**src/rtl/tl_pkg.sv**
```systemverilog
// Shared TileLink-UL definitions for the 64-bit data, 31-bit address,
// 9-bit source crossbar port.
//   - width localparams for the A/D payload fields
//   - packed payload structs tl_a_t / tl_d_t
//   - A and D channel opcode constants used on this port
package tl_pkg;

  localparam int TL_SRC_W  = 9;
  localparam int TL_ADDR_W = 31;
  localparam int TL_DATA_W = 64;
  localparam int TL_SIZE_W = 2;
  localparam int TL_MASK_W = TL_DATA_W / 8;

  // A channel opcodes (TL-UL subset)
  localparam logic [2:0] TL_A_PUT_FULL_DATA    = 3'd0;
  localparam logic [2:0] TL_A_PUT_PARTIAL_DATA = 3'd1;
  localparam logic [2:0] TL_A_GET              = 3'd4;

  // D channel opcodes (TL-UL subset)
  localparam logic [2:0] TL_D_ACCESS_ACK      = 3'd0;
  localparam logic [2:0] TL_D_ACCESS_ACK_DATA = 3'd1;

  typedef struct packed {
    logic [2:0]           opcode;
    logic [2:0]           param;
    logic [TL_SIZE_W-1:0] size;
    logic [TL_SRC_W-1:0]  source;
    logic [TL_ADDR_W-1:0] address;
    logic [TL_MASK_W-1:0] mask;
    logic [TL_DATA_W-1:0] data;
    logic                 corrupt;
  } tl_a_t;

  typedef struct packed {
    logic [2:0]           opcode;
    logic [1:0]           param;
    logic [TL_SIZE_W-1:0] size;
    logic [TL_SRC_W-1:0]  source;
    logic                 sink;
    logic                 denied;
    logic [TL_DATA_W-1:0] data;
    logic                 corrupt;
  } tl_d_t;

endpackage

```
**src/rtl/tl_fifo.sv**
```systemverilog
// Generic registered FIFO with no flow-through: a pushed entry becomes
// visible on pop_data one cycle later. push_ready depends only on the
// registered occupancy, so there is no combinational path from pop.
// Ports:
//   clock       in   clock
//   reset       in   asynchronous reset, active low
//   push_valid  in   write request
//   push_ready  out  not full
//   push_data   in   WIDTH-bit entry
//   pop         in   consume the head entry (ignored when empty)
//   pop_valid   out  FIFO not empty
//   pop_data    out  head entry, stable until popped
module tl_fifo #(
  parameter int WIDTH = 8,
  parameter int DEPTH = 2
) (
  input  logic             clock,
  input  logic             reset,
  input  logic             push_valid,
  output logic             push_ready,
  input  logic [WIDTH-1:0] push_data,
  input  logic             pop,
  output logic             pop_valid,
  output logic [WIDTH-1:0] pop_data
);

  localparam int PTR_W = $clog2(DEPTH);
  localparam int OCC_W = $clog2(DEPTH + 1);

  logic [WIDTH-1:0] mem [DEPTH];
  logic [PTR_W-1:0] wr_ptr;
  logic [PTR_W-1:0] rd_ptr;
  logic [OCC_W-1:0] occ;
  logic             do_push;
  logic             do_pop;

  // Pointers wrap explicitly so that non-power-of-two depths work.
  function automatic logic [PTR_W-1:0] next_ptr(input logic [PTR_W-1:0] p);
    return (p == PTR_W'(DEPTH - 1)) ? '0 : p + 1'b1;
  endfunction

  assign push_ready = (occ != OCC_W'(DEPTH));
  assign pop_valid  = (occ != '0);
  assign do_push    = push_valid && push_ready;
  assign do_pop     = pop && pop_valid;
  assign pop_data   = mem[rd_ptr];

  always_ff @(posedge clock or negedge reset) begin
    if (!reset) begin
      wr_ptr <= '0;
      rd_ptr <= '0;
      occ    <= '0;
    end else begin
      if (do_push) wr_ptr <= next_ptr(wr_ptr);
      if (do_pop)  rd_ptr <= next_ptr(rd_ptr);
      case ({do_push, do_pop})
        2'b10:   occ <= occ + 1'b1;
        2'b01:   occ <= occ - 1'b1;
        default: occ <= occ;
      endcase
    end
  end

  // Storage needs no reset; only the pointers/occupancy define validity.
  always_ff @(posedge clock) begin
    if (do_push) mem[wr_ptr] <= push_data;
  end

endmodule

```
**src/rtl/tl_inflight_limiter.sv**
```systemverilog
// TileLink-UL A/D stage that queues the A channel and caps the number of
// outstanding requests (A issued, D not yet returned) at MAX_INFLIGHT.
// Every A produces exactly one D beat, so each D fire retires one request.
// The D channel is a pure combinational pass-through.
// Optional feature macro: TL_INFLIGHT_WDOG_EN adds a sticky wdog_timeout
// output set when requests stay outstanding with no D for WDOG_CYCLES-1 cycles.
// Ports:
//   clock, reset (async, active low)
//   auto_in_a_*   upstream A (ready out, valid/bits in)
//   auto_in_d_*   upstream D (ready in, valid/bits out)
//   auto_out_a_*  downstream A (ready in, valid/bits out)
//   auto_out_d_*  downstream D (ready out, valid/bits in)
//   inflight_count  current outstanding request count
//   err_underflow   sticky: a D beat fired while nothing was outstanding
//   wdog_timeout    sticky watchdog flag (TL_INFLIGHT_WDOG_EN only)
module tl_inflight_limiter
  import tl_pkg::*;
#(
  parameter int MAX_INFLIGHT = 8,
  parameter int QUEUE_DEPTH  = 2,
  parameter int WDOG_CYCLES  = 1024
) (
  input  logic                               clock,
  input  logic                               reset,
  output logic                               auto_in_a_ready,
  input  logic                               auto_in_a_valid,
  input  logic [2:0]                         auto_in_a_bits_opcode,
  input  logic [2:0]                         auto_in_a_bits_param,
  input  logic [1:0]                         auto_in_a_bits_size,
  input  logic [8:0]                         auto_in_a_bits_source,
  input  logic [30:0]                        auto_in_a_bits_address,
  input  logic [7:0]                         auto_in_a_bits_mask,
  input  logic [63:0]                        auto_in_a_bits_data,
  input  logic                               auto_in_a_bits_corrupt,
  input  logic                               auto_in_d_ready,
  output logic                               auto_in_d_valid,
  output logic [2:0]                         auto_in_d_bits_opcode,
  output logic [1:0]                         auto_in_d_bits_param,
  output logic [1:0]                         auto_in_d_bits_size,
  output logic [8:0]                         auto_in_d_bits_source,
  output logic                               auto_in_d_bits_sink,
  output logic                               auto_in_d_bits_denied,
  output logic [63:0]                        auto_in_d_bits_data,
  output logic                               auto_in_d_bits_corrupt,
  input  logic                               auto_out_a_ready,
  output logic                               auto_out_a_valid,
  output logic [2:0]                         auto_out_a_bits_opcode,
  output logic [2:0]                         auto_out_a_bits_param,
  output logic [1:0]                         auto_out_a_bits_size,
  output logic [8:0]                         auto_out_a_bits_source,
  output logic [30:0]                        auto_out_a_bits_address,
  output logic [7:0]                         auto_out_a_bits_mask,
  output logic [63:0]                        auto_out_a_bits_data,
  output logic                               auto_out_a_bits_corrupt,
  output logic                               auto_out_d_ready,
  input  logic                               auto_out_d_valid,
  input  logic [2:0]                         auto_out_d_bits_opcode,
  input  logic [1:0]                         auto_out_d_bits_param,
  input  logic [1:0]                         auto_out_d_bits_size,
  input  logic [8:0]                         auto_out_d_bits_source,
  input  logic                               auto_out_d_bits_sink,
  input  logic                               auto_out_d_bits_denied,
  input  logic [63:0]                        auto_out_d_bits_data,
  input  logic                               auto_out_d_bits_corrupt,
`ifdef TL_INFLIGHT_WDOG_EN
  output logic                               wdog_timeout,
`endif
  output logic [$clog2(MAX_INFLIGHT+1)-1:0]  inflight_count,
  output logic                               err_underflow
);

  localparam int CNT_W = $clog2(MAX_INFLIGHT + 1);
  localparam logic [CNT_W-1:0] MAX_CNT = CNT_W'(MAX_INFLIGHT);

  tl_a_t a_in;
  tl_a_t a_out;
  logic  q_nonempty;
  logic  allow;
  logic  a_fire;
  logic  d_fire;

  assign a_in = '{opcode:  auto_in_a_bits_opcode,  param: auto_in_a_bits_param,
                  size:    auto_in_a_bits_size,    source: auto_in_a_bits_source,
                  address: auto_in_a_bits_address, mask: auto_in_a_bits_mask,
                  data:    auto_in_a_bits_data,    corrupt: auto_in_a_bits_corrupt};

  tl_fifo #(
    .WIDTH($bits(tl_a_t)),
    .DEPTH(QUEUE_DEPTH)
  ) u_a_queue (
    .clock      (clock),
    .reset      (reset),
    .push_valid (auto_in_a_valid),
    .push_ready (auto_in_a_ready),
    .push_data  (a_in),
    .pop        (a_fire),
    .pop_valid  (q_nonempty),
    .pop_data   (a_out)
  );

  // A D beat in the same cycle is deliberately not credited here; this keeps
  // allow a function of registered state so it cannot drop while valid is up.
  assign allow            = (inflight_count < MAX_CNT);
  assign auto_out_a_valid = q_nonempty && allow;
  assign a_fire           = auto_out_a_valid && auto_out_a_ready;

  assign auto_out_a_bits_opcode  = a_out.opcode;
  assign auto_out_a_bits_param   = a_out.param;
  assign auto_out_a_bits_size    = a_out.size;
  assign auto_out_a_bits_source  = a_out.source;
  assign auto_out_a_bits_address = a_out.address;
  assign auto_out_a_bits_mask    = a_out.mask;
  assign auto_out_a_bits_data    = a_out.data;
  assign auto_out_a_bits_corrupt = a_out.corrupt;

  assign auto_in_d_valid        = auto_out_d_valid;
  assign auto_in_d_bits_opcode  = auto_out_d_bits_opcode;
  assign auto_in_d_bits_param   = auto_out_d_bits_param;
  assign auto_in_d_bits_size    = auto_out_d_bits_size;
  assign auto_in_d_bits_source  = auto_out_d_bits_source;
  assign auto_in_d_bits_sink    = auto_out_d_bits_sink;
  assign auto_in_d_bits_denied  = auto_out_d_bits_denied;
  assign auto_in_d_bits_data    = auto_out_d_bits_data;
  assign auto_in_d_bits_corrupt = auto_out_d_bits_corrupt;
  assign auto_out_d_ready       = auto_in_d_ready;
  assign d_fire                 = auto_out_d_valid && auto_in_d_ready;

  // A retirement with nothing outstanding is a protocol error: the count
  // holds at zero and the sticky flag records it.
  always_ff @(posedge clock or negedge reset) begin
    if (!reset) begin
      inflight_count <= '0;
      err_underflow  <= 1'b0;
    end else if (a_fire && !d_fire) begin
      inflight_count <= inflight_count + 1'b1;
    end else if (d_fire && !a_fire) begin
      if (inflight_count == '0) err_underflow  <= 1'b1;
      else                      inflight_count <= inflight_count - 1'b1;
    end
  end

`ifdef TL_INFLIGHT_WDOG_EN
  localparam int WD_W = $clog2(WDOG_CYCLES);
  localparam logic [WD_W-1:0] WD_LAST = WD_W'(WDOG_CYCLES - 1);

  logic [WD_W-1:0] wdog_cnt;
  logic [WD_W-1:0] wdog_next;

  // The counter saturates at its limit; the flag fires on the cycle the
  // counter reaches the limit so the timeout is visible without extra delay.
  always_comb begin
    wdog_next = wdog_cnt;
    if (d_fire || inflight_count == '0) wdog_next = '0;
    else if (wdog_cnt != WD_LAST)       wdog_next = wdog_cnt + 1'b1;
  end

  always_ff @(posedge clock or negedge reset) begin
    if (!reset) begin
      wdog_cnt     <= '0;
      wdog_timeout <= 1'b0;
    end else begin
      wdog_cnt <= wdog_next;
      if (wdog_next == WD_LAST) wdog_timeout <= 1'b1;
    end
  end
`endif

endmodule

```
**config.mk**
```make
export PLATFORM = sky130hd
export DESIGN_NAME = tl_inflight_limiter
export DESIGN_NICKNAME = d
export VERILOG_FILES = /design/src/rtl/tl_pkg.sv /design/src/rtl/tl_fifo.sv /design/src/rtl/tl_inflight_limiter.sv
export SDC_FILE = /design/constraint.sdc
export NUM_CORES = 1
export LEC_CHECK = 0
export CORE_AREA = 2 2 162 164
export CTS_BUF_LIST = sky130_fd_sc_hd__clkbuf_8
export DETAILED_ROUTE_END_ITERATION = 16
export DIE_AREA = 0 0 164 166
export PLACE_DENSITY = 0.74
export SLEW_MARGIN = 20
export SYNTH_ARGS = -nofsm -noshare
export SYNTH_HDL_FRONTEND = slang
export SYNTH_SLANG_ARGS = --single-unit
```
**constraint.sdc**
```tcl
create_clock -name clock -period 15.9 [get_ports clock]
set_input_delay 3.18 -clock clock [delete_from_list [all_inputs] [get_ports clock]]
set_output_delay 3.18 -clock clock [all_outputs]
set_load 0.02 [all_outputs]
```
# ---- Word-level counts from Yosys, hierarchy flattened
# Memory sizes are Yosys's and may differ from the RTL's.
# Cells that the tools add are included.
dict set report op_classes {
  eq_ne 4
  muxes 8
  n_reduce_logical 15
  magnitude_cmp 1
  addsub 6
  bitwise 1
}
# operator n
set op_table {}
lappend op_table {{$mux W4} 3}
lappend op_table {{$logic_and A1 B1 Y1} 7}
lappend op_table {{$reduce_bool A2 Y1} 3}
lappend op_table {{$add A4 B1 Y4 const B} 1}
lappend op_table {{$logic_not A4 Y1} 1}
lappend op_table {{$lt A4 B4 Y1 const B} 1}
lappend op_table {{$mux W1} 4}
lappend op_table {{$ne A2 B2 Y1 const B} 2}
lappend op_table {{$pmux W2 S2} 1}
lappend op_table {{$sub A4 B1 Y4 const B} 1}
lappend op_table {{$reduce_and A3 Y1} 1}
lappend op_table {{$add A1 B1 Y1 const B} 2}
lappend op_table {{$add A2 B1 Y2 const B} 1}
lappend op_table {{$eq A2 B1 Y1 const B} 1}
lappend op_table {{$eq A2 B2 Y1 const B} 1}
lappend op_table {{$logic_not A1 Y1} 2}
lappend op_table {{$reduce_and A2 Y1} 1}
lappend op_table {{$sub A2 B1 Y2 const B} 1}
lappend op_table {{$not A1 Y1} 1}
dict set report totals {
  memories 1
  wordCells 41
  output_inout_bits 213
  ram_bits 242
  regBits 9
}
# memory words word_bits rd rd_clocked_by_memory_dff write_ports line
set memory_table {}
lappend memory_table {u_a_queue.mem 2 121 1 0 1 tl_fifo.sv:30} ;# logic [WIDTH-1:0] mem [DEPTH];

# ---- Depth between registers and ports, before layout
# Gate-level depths: netlist (run 1).
dict set report depth {
  depth_word 7
  mapped_depth 11
  depth_no_buf 11
}

# ---- By module
# A second synthesis (run 1) with hierarchy kept.
dict set report hier_totals {
  hier_cells 514
  area_unflattened_um2 10252.3
}
# mod cells_per_inst n_inst area_each_um2
set modules_own_cells {}
lappend modules_own_cells {tl_fifo 394 1 9261.4}
lappend modules_own_cells {tl_inflight_limiter 120 1 991.0}

# ---- Least setup slack after synthesis (run 1)
# OpenSTA, ideal clock, no wires.
dict set report synth_path {
  kind {input to register}
  startpoint {in auto_in_a_valid}
  endpoint {mem u_a_queue.mem[0][0] in the netlist's numbering (enable)}
  setup_time_ns 0.603
  path_stages 2
  slack_ns 6.987
  required_time_ns 15.297
  arrival_time_ns 8.310
  path_cell_list {nand2_1 > nor2_1}
}
dict set report synth_between {
  elab_chain_cells 3
}
# item line
set synth_rtl {}
lappend synth_rtl {{from (decl)} tl_inflight_limiter.sv:26} ;# input logic auto_in_a_valid,
lappend synth_rtl {{$logic_and A1 B1 Y1} tl_fifo.sv:44} ;# assign do_push = push_valid && push_ready;
lappend synth_rtl {{$mux W1} tl_fifo.sv:66} ;# if (do_push) mem[wr_ptr] <= push_data;
lappend synth_rtl {{$mux W1 (implied by the code)} tl_fifo.sv:66}
lappend synth_rtl {{to (decl)} tl_fifo.sv:30}
# Every way passes these cells.

# ---- Worst setup path after layout (run 1)
dict set report layout_path {
  startpoint {in auto_in_d_ready}
  endpoint {out auto_out_d_ready}
}
# item line
set layout_rtl {}
lappend layout_rtl {{from (decl)} tl_inflight_limiter.sv:35} ;# input logic auto_in_d_ready,
lappend layout_rtl {{to (decl)} tl_inflight_limiter.sv:55} ;# output logic auto_out_d_ready,
# No word-level cell between the ends.

==> results.yml, run 1 <==
routing:
  wl_met1_um: 7870
  routed_via_density: 4.69
  dr_wl_met2_um: 12500
  wl_um: 25100
  drtIter0Drc: 321
  dr_wl_met3_um: 3950
  post_drt_wl_per_cell_um: 23.3
  vias: 5062
  final_antenna_net_count: 0
  top_layer: "met4"
  dr.pass1.iters: 4
  drc: 0
sta:
  fin_worst_skew_ns: 0.0205
  rsz0062_at_grt: "no"
  hold_viol: 0
  post-route-min-period_ns: 7.46
  setup_violations: 0
  max_freq_mhz: 134
  period_share_pct: 46.9
  drv_slew: 0
  tns_ns: 0
  slew_headroom_pct: 34.4
  tightest_slew_ns: 0.985
clock_tree:
  htree_levels: 2
  cts_hold_buf: 0
  clkTransAtPathRegs_ns: 0.06
  root_buffer: "clkbuf_8"
  clk_latency_ns: 0.52
  post_cts_buffers: 0
  post_cts_resized: 0
  numClockSinks: 251
  cts_max_path_buffers: 3
  cts_tree: "done"
  cts_buffers: 42
floorplan:
  start_util_pct: 38.6
  io_pins: 423
  rows: 59
  dieArea_um2: 27200
  die-width_um: 164
  coreArea_um2: 25600
  die_y_um: 166
place:
  dp_hpwl_um: 18000
  dpl-instance-area_um2: 12200
  routabilityCongestion: 0.768
  port_buffers: 256
power_and_ir_drop:
  p_leak_nw: 4.43
  internal_power_mw: 1.62
  share_comb_of_total_power_pct: 38.3
  max-vdd-ir-drop_v: 0.000128
  seqPwrFrac_pct: 40.8
  power_density_nw_per_um2: 185
  switching_share_pct: 32.3
  power.clock.fraction_pct: 20.8
  p_switching_mw: 0.774
layout:
  final_area_um2: 12900
  area_growth_pct: 30.8
  nets: 935
  final_util_pct: 50.5
  drive_gt1_share_pct: 24.7
grt:
  grt_antenna_before_repair: 2
  grt_max_degree: 72
  gr-total-overflow: 0
  grt_usage_pct: 17.6
  grt_pass1_wl_um: 35100
  grt_pass1_vias: 5359
worst_setup_path:
  critPathSlowestCell: "clkdlybuf4s50_1"
  cp.arrival_ns: 4.28
  worst-path-buf-inv: 2
  cp_top_family: "buffers and inverters"
  critPathMaxFanout: 2
  required_ns: 12.72
  path_cells: "clkdlybuf4s50_1 > clkdlybuf4s50_1"
  cp_common_cell: "clkdlybuf4s50_1"
  cp-start-kind: "input pin"
  critical_path_class: "in2out"
  critPathMaxStageDelay_ns: 0.61
  cp-end-kind: "output port"
synth:
  yosysUniqueCellTypes: 25
  syn_avg_cell_area_um2: 19.2
  synth_edf_count: 242
  synth_fp_nets: 730
  yosysMostFrequentCell: "edfxtp_1"
  synth_common_cells: "242 x edfxtp_1, 121 x mux2_2, 85 x buf_4"
  synth_area_leaders: "edfxtp_1 73%, mux2_2 14%, buf_4 6.5%, dfrtp_1 2.3%, buf_2 0.66%"
  yosys_warnings: 0
  synth_sequential_area_ratio_pct: 75.7
  netlist.area_leader.share_pct: 73.5
  syn-cell-area_um2: 9890
  synthFlopType: "edfxtp_1"
  synth_cells: 514
  postSynth.asyncResetShare_pct: 3.59
  ys_ff_latch: 251
  synth_top_cell_by_area: "edfxtp_1"
job:
  timing.max_cap.violations: 0
outcome:
  outcome: "finished, final reports clean"
min_path:
  hold_class: "reg2reg"
-- path summary, 6_finish.rpt --
kind / start / end / slack (ns) / cells past startpoint
worst max-delay path: auto_in_d_ready / auto_out_d_ready / 8.44 / 2
worst min-delay path: err_underflow / err_underflow / 0.46 / 1
worst max register to register: u_a_queue.occ[0] / u_a_queue.mem[1][71] / 13.25 / 3
worst min register to register: err_underflow / err_underflow / 0.46 / 1
max in group asynchronous: reset / u_a_queue.rd_ptr / 12.58 / 1
min in group asynchronous: reset / inflight_count[1] / 2.97 / 1
-- kinds of logic (layout without fill, tap and decap cells) --
kind of cell             after synthesis  after routing  share of synthesized area [%]
adder cells (fa/ha/maj)                6              6                          0.835
AO/OA/AOI/OAI                          5              5                          0.418
AND/OR/NAND/NOR                       18             18                          0.961
multiplexers                         124            124                           14.1
buffers and inverters                103            333                           7.30
other                                  0              1                              0
XOR/XNOR                               7              7                          0.620
flip-flops                           251            251                           75.7
-- flip-flops by register name, indices dropped and copies added (netlist names) --
| signal | flops |
|---|---|
| u_a_queue.occ | 2 |
| inflight_count | 4 |
| u_a_queue.rd_ptr | 1 |
| u_a_queue.mem | 242 |
| u_a_queue.wr_ptr | 1 |
| err_underflow | 1 |
-- routing by layer --
metal | global-route usage [%] | up-vias
met1 | 16.4 | 2426
met5 | 0 | -
met2 | 30.7 | 317
met3 | 11.5 | 51
met4 | 6.18 | 0
li1 | - | 2268
-- cells in the final DEF (no fill, tap or decap) --
cell type and instances:
dfrtp_1 8, a21o_1 1, clkbuf_8 45, nor3_4 1, a22o_1 1, ha_1 5
clkinv_1 8, nor2_4 1, xnor2_1 5, dfrtp_4 1, diode_2 1, fa_1 1
mux2i_1 2, nor2_2 1, xor2_1 2, o31ai_1 1, a21o_2 1, nor2_1 7
or3_4 1, inv_6 1, clkinv_2 4, and3_4 1, nand2_1 5, edfxtp_1 242
mux2_2 121, mux2_4 1, buf_4 4, nand2b_1 1, inv_1 15, a21oi_2 1
clkdlybuf4s50_1 256
-- power groups by stage --
stage / Combinational [mW] / Clock, mW / Sequential [mW]
2_1_floorplan: 0.569 / 0 / 0.980
3_3_place_gp: 0.930 / 0 / 0.984
3_5_place_dp: 0.929 / 0 / 0.993
4_1_cts: 0.936 / 0.517 / 0.980
5_1_grt: 0.972 / 0.545 / 0.993
6_report: 0.918 / 0.498 / 0.977
-- metrics by stage --
step | std cells | hold WS, ns | power, mW | worst slack, ns
6_report | 1080 | 0.463 | 2.39 | 8.44
5_1_grt | 1080 | 0.489 | 2.51 | 8.41
4_1_cts | 1079 | 0.469 | 2.43 | 8.44
3_5_place_dp | 1010 | 0.456 | 1.92 | 8.44
3_3_place_gp | 1010 | 0.454 | 1.91 | 8.45
2_1_floorplan | 514 | 0.461 | 1.55 | 6.99
-- cell type report --
class                      count  area (µm²)
tap                          335         419
inverter                       4        15.0
fill                        2138       12700
clock buffer                  45         619
antenna                        1        2.50
clock inverter                24         100
sequential                   251        7500
multi-input combinational    160        1690
timing repair buffer         260        2590
No activity file was read; power rests on OpenSTA's default activity.
==> inputs of run 2 (changes only) <==
--- a/config.mk
+++ b/config.mk
@@ -5,11 +5,12 @@
 export SDC_FILE = /design/constraint.sdc
 export NUM_CORES = 1
 export LEC_CHECK = 0
-export CORE_AREA = 2 2 162 164
+export CORE_ASPECT_RATIO = 0.6
+export CORE_MARGIN = 2
+export CORE_UTILIZATION = 40
 export CTS_BUF_LIST = sky130_fd_sc_hd__clkbuf_8
 export DETAILED_ROUTE_END_ITERATION = 16
-export DIE_AREA = 0 0 164 166
-export PLACE_DENSITY = 0.74
+export PLACE_DENSITY = 0.79
 export SLEW_MARGIN = 20
 export SYNTH_ARGS = -nofsm -noshare
 export SYNTH_HDL_FRONTEND = slang
==> constraint.sdc (replaced) <==
create_clock -name clock -period 6.34 [get_ports clock]
set_input_delay 1.268 -clock clock [delete_from_list [all_inputs] [get_ports clock]]
set_output_delay 1.268 -clock clock [all_outputs]
set_load 0.02 [all_outputs]
==> run 2 against run 1 <==
Critical path depth rose by 1. Die area fell by 4.3%. Sequential share of layout area rose by 0.14 points. Clock skew barely moved. Routed wire length fell by 15%. First-iteration DRC count fell by 39%. Core utilization rose by 2.8 points. Non-clock buffer count rose by 1. Setup slack got worse by 6.3 ns. Sequential power rose by 150%. Hold slack improved by 0.0020 ns. Critical endpoint is now auto_out_a_bits_source[8].
==> results.yml, run 2 (synthesized netlist as in run 1, its figures left out) <==
layout:
  largestRegisters: "u_a_queue.mem: 242 flops, inflight_count: 4 flops, u_a_queue.occ: 2 flops"
  regMostFlops: "u_a_queue.mem"
  final_area_um2: 12900
  largest_register_ffs: 242
  mostFrequentLayoutCell: "clkdlybuf4s50_1"
  area_growth_pct: 30.4
  diodes: 0
  drive_gt1_share_pct: 24.3
  final_util_pct: 53.3
  layout_common_cells: "256 x clkdlybuf4s50_1, 242 x edfxtp_1, 121 x mux2_2"
  nets: 931
sta:
  tightest_slew_ns: 0.933
  setup_violations: 0
  max_freq_mhz: 238
  rsz0062_at_grt: "no"
  drv_slew: 0
  tns_ns: 0
  hold_viol: 0
  slew_headroom_pct: 37.7
  worst_slack_ns: 2.13
  fin_worst_skew_ns: 0.0209
  period_share_pct: 66.4
  post-route-min-period_ns: 4.21
worst_setup_path:
  cp-end-kind: "output port"
  cp-start-kind: "register"
  required_ns: 5.07
  critical_path_class: "reg2out"
  critPathMaxFanout: 52
  cp.arrival_ns: 2.94
clock_tree:
  post_cts_resized: 0
  cts_tree: "done"
  cts_max_path_buffers: 3
  clkTransAtPathRegs_ns: 0.06
  numClockSinks: 251
  clk_latency_ns: 0.52
  post_cts_buffers: 0
  htree_levels: 2
  cts_hold_buf: 0
  cts_buffers: 37
  root_buffer: "clkbuf_8"
routing:
  post_drt_wl_per_cell_um: 20.2
  dr.pass1.iters: 5
  top_layer: "met5"
  drc: 0
  routed_via_density: 4.75
  vias: 5045
  wl_met1_um: 8930
  dr_wl_met2_um: 9510
  wl_um: 21400
  final_antenna_net_count: 0
  drtIter0Drc: 195
  dr_wl_met3_um: 2630
power_and_ir_drop:
  p_leak_nw: 4.40
  p_total_mw: 5.98
  power_density_nw_per_um2: 463
  max-vdd-ir-drop_v: 0.000291
grt:
  grt_pass1_wl_um: 31600
  grt_antenna_before_repair: 2
  gr-total-overflow: 0
  grt_max_degree: 93
  grt_usage_pct: 16.0
  grt_pass1_vias: 5307
floorplan:
  dieArea_um2: 26000
  start_util_pct: 40.8
  die_y_um: 126
  die-width_um: 207
  coreArea_um2: 24200
  io_pins: 423
  rows: 44
min_path:
  hold_class: "reg2reg"
place:
  dpl-instance-area_um2: 12200
  port_buffers: 256
  post-place-ws_ns: 2.67
  dp_hpwl_um: 14400
  routabilityCongestion: 0.756
job:
  timing.max_cap.violations: 0
outcome:
  outcome: "finished, final reports clean"
## run 2: cell count changes in the layout (fill, tap and decap cells not counted)
| cell | change |
|---|---|
| inv_1 | -5 |
| diode_2 | -1 |
| clkinv_1 | +6 |
| buf_12 | +1 |
| bufinv_16 | +2 |
| clkbuf_8 | -7 |
## run 2: final timing paths
kind | start | endpoint | slack, ns | depth (start not counted)
min in group asynchronous | reset | u_a_queue.wr_ptr | 1.05 | 1
setup reg to reg | u_a_queue.occ[0] | u_a_queue.mem[0][81] | 3.87 | 4
setup / recovery | u_a_queue.rd_ptr | auto_out_a_bits_source[8] | 2.13 | 3
hold / removal | err_underflow | err_underflow | 0.46 | 1
hold reg to reg | err_underflow | err_underflow | 0.46 | 1
max in group asynchronous | reset | u_a_queue.rd_ptr | 4.93 | 1
## run 2: metal layers
metal | up-vias | global-route usage, %
met5 | - | 0.363
li1 | 2262 | -
met1 | 2477 | 19.6
met3 | 36 | 9.48
met4 | 2 | 4.54
met2 | 268 | 23.9
## run 2: where the power goes
part | internal [mW] | switching, mW
sequential | 2.27 | 0.149
combinational | 1.14 | 1.18
clock | 0.640 | 0.592
total | 4.05 | 1.92
## run 2: area by class of cell
type	count	area, µm²
Clock buffer	38	523
Clock inverter	27	164
Sequential cell	251	7500
Multi-Input combinational cell	160	1690
Fill cell	1944	11300
Timing Repair Buffer	261	2610
Inverter	4	15.0
Tap cell	322	403
## run 2: per-stage QoR
step	hold slack [ns]	instances
2_1_floorplan	0.465	514
3_3_place_gp	0.438	998
3_5_place_dp	0.451	998
4_1_cts	0.465	1063
5_1_grt	0.515	1063
6_report	0.465	1063
## run 2: critical path, cell delays in order, from the launching register on
cell,delay (ns)
dfrtp_4,0.72
buf_4,0.64
mux2_2,0.42
clkdlybuf4s50_1,0.55
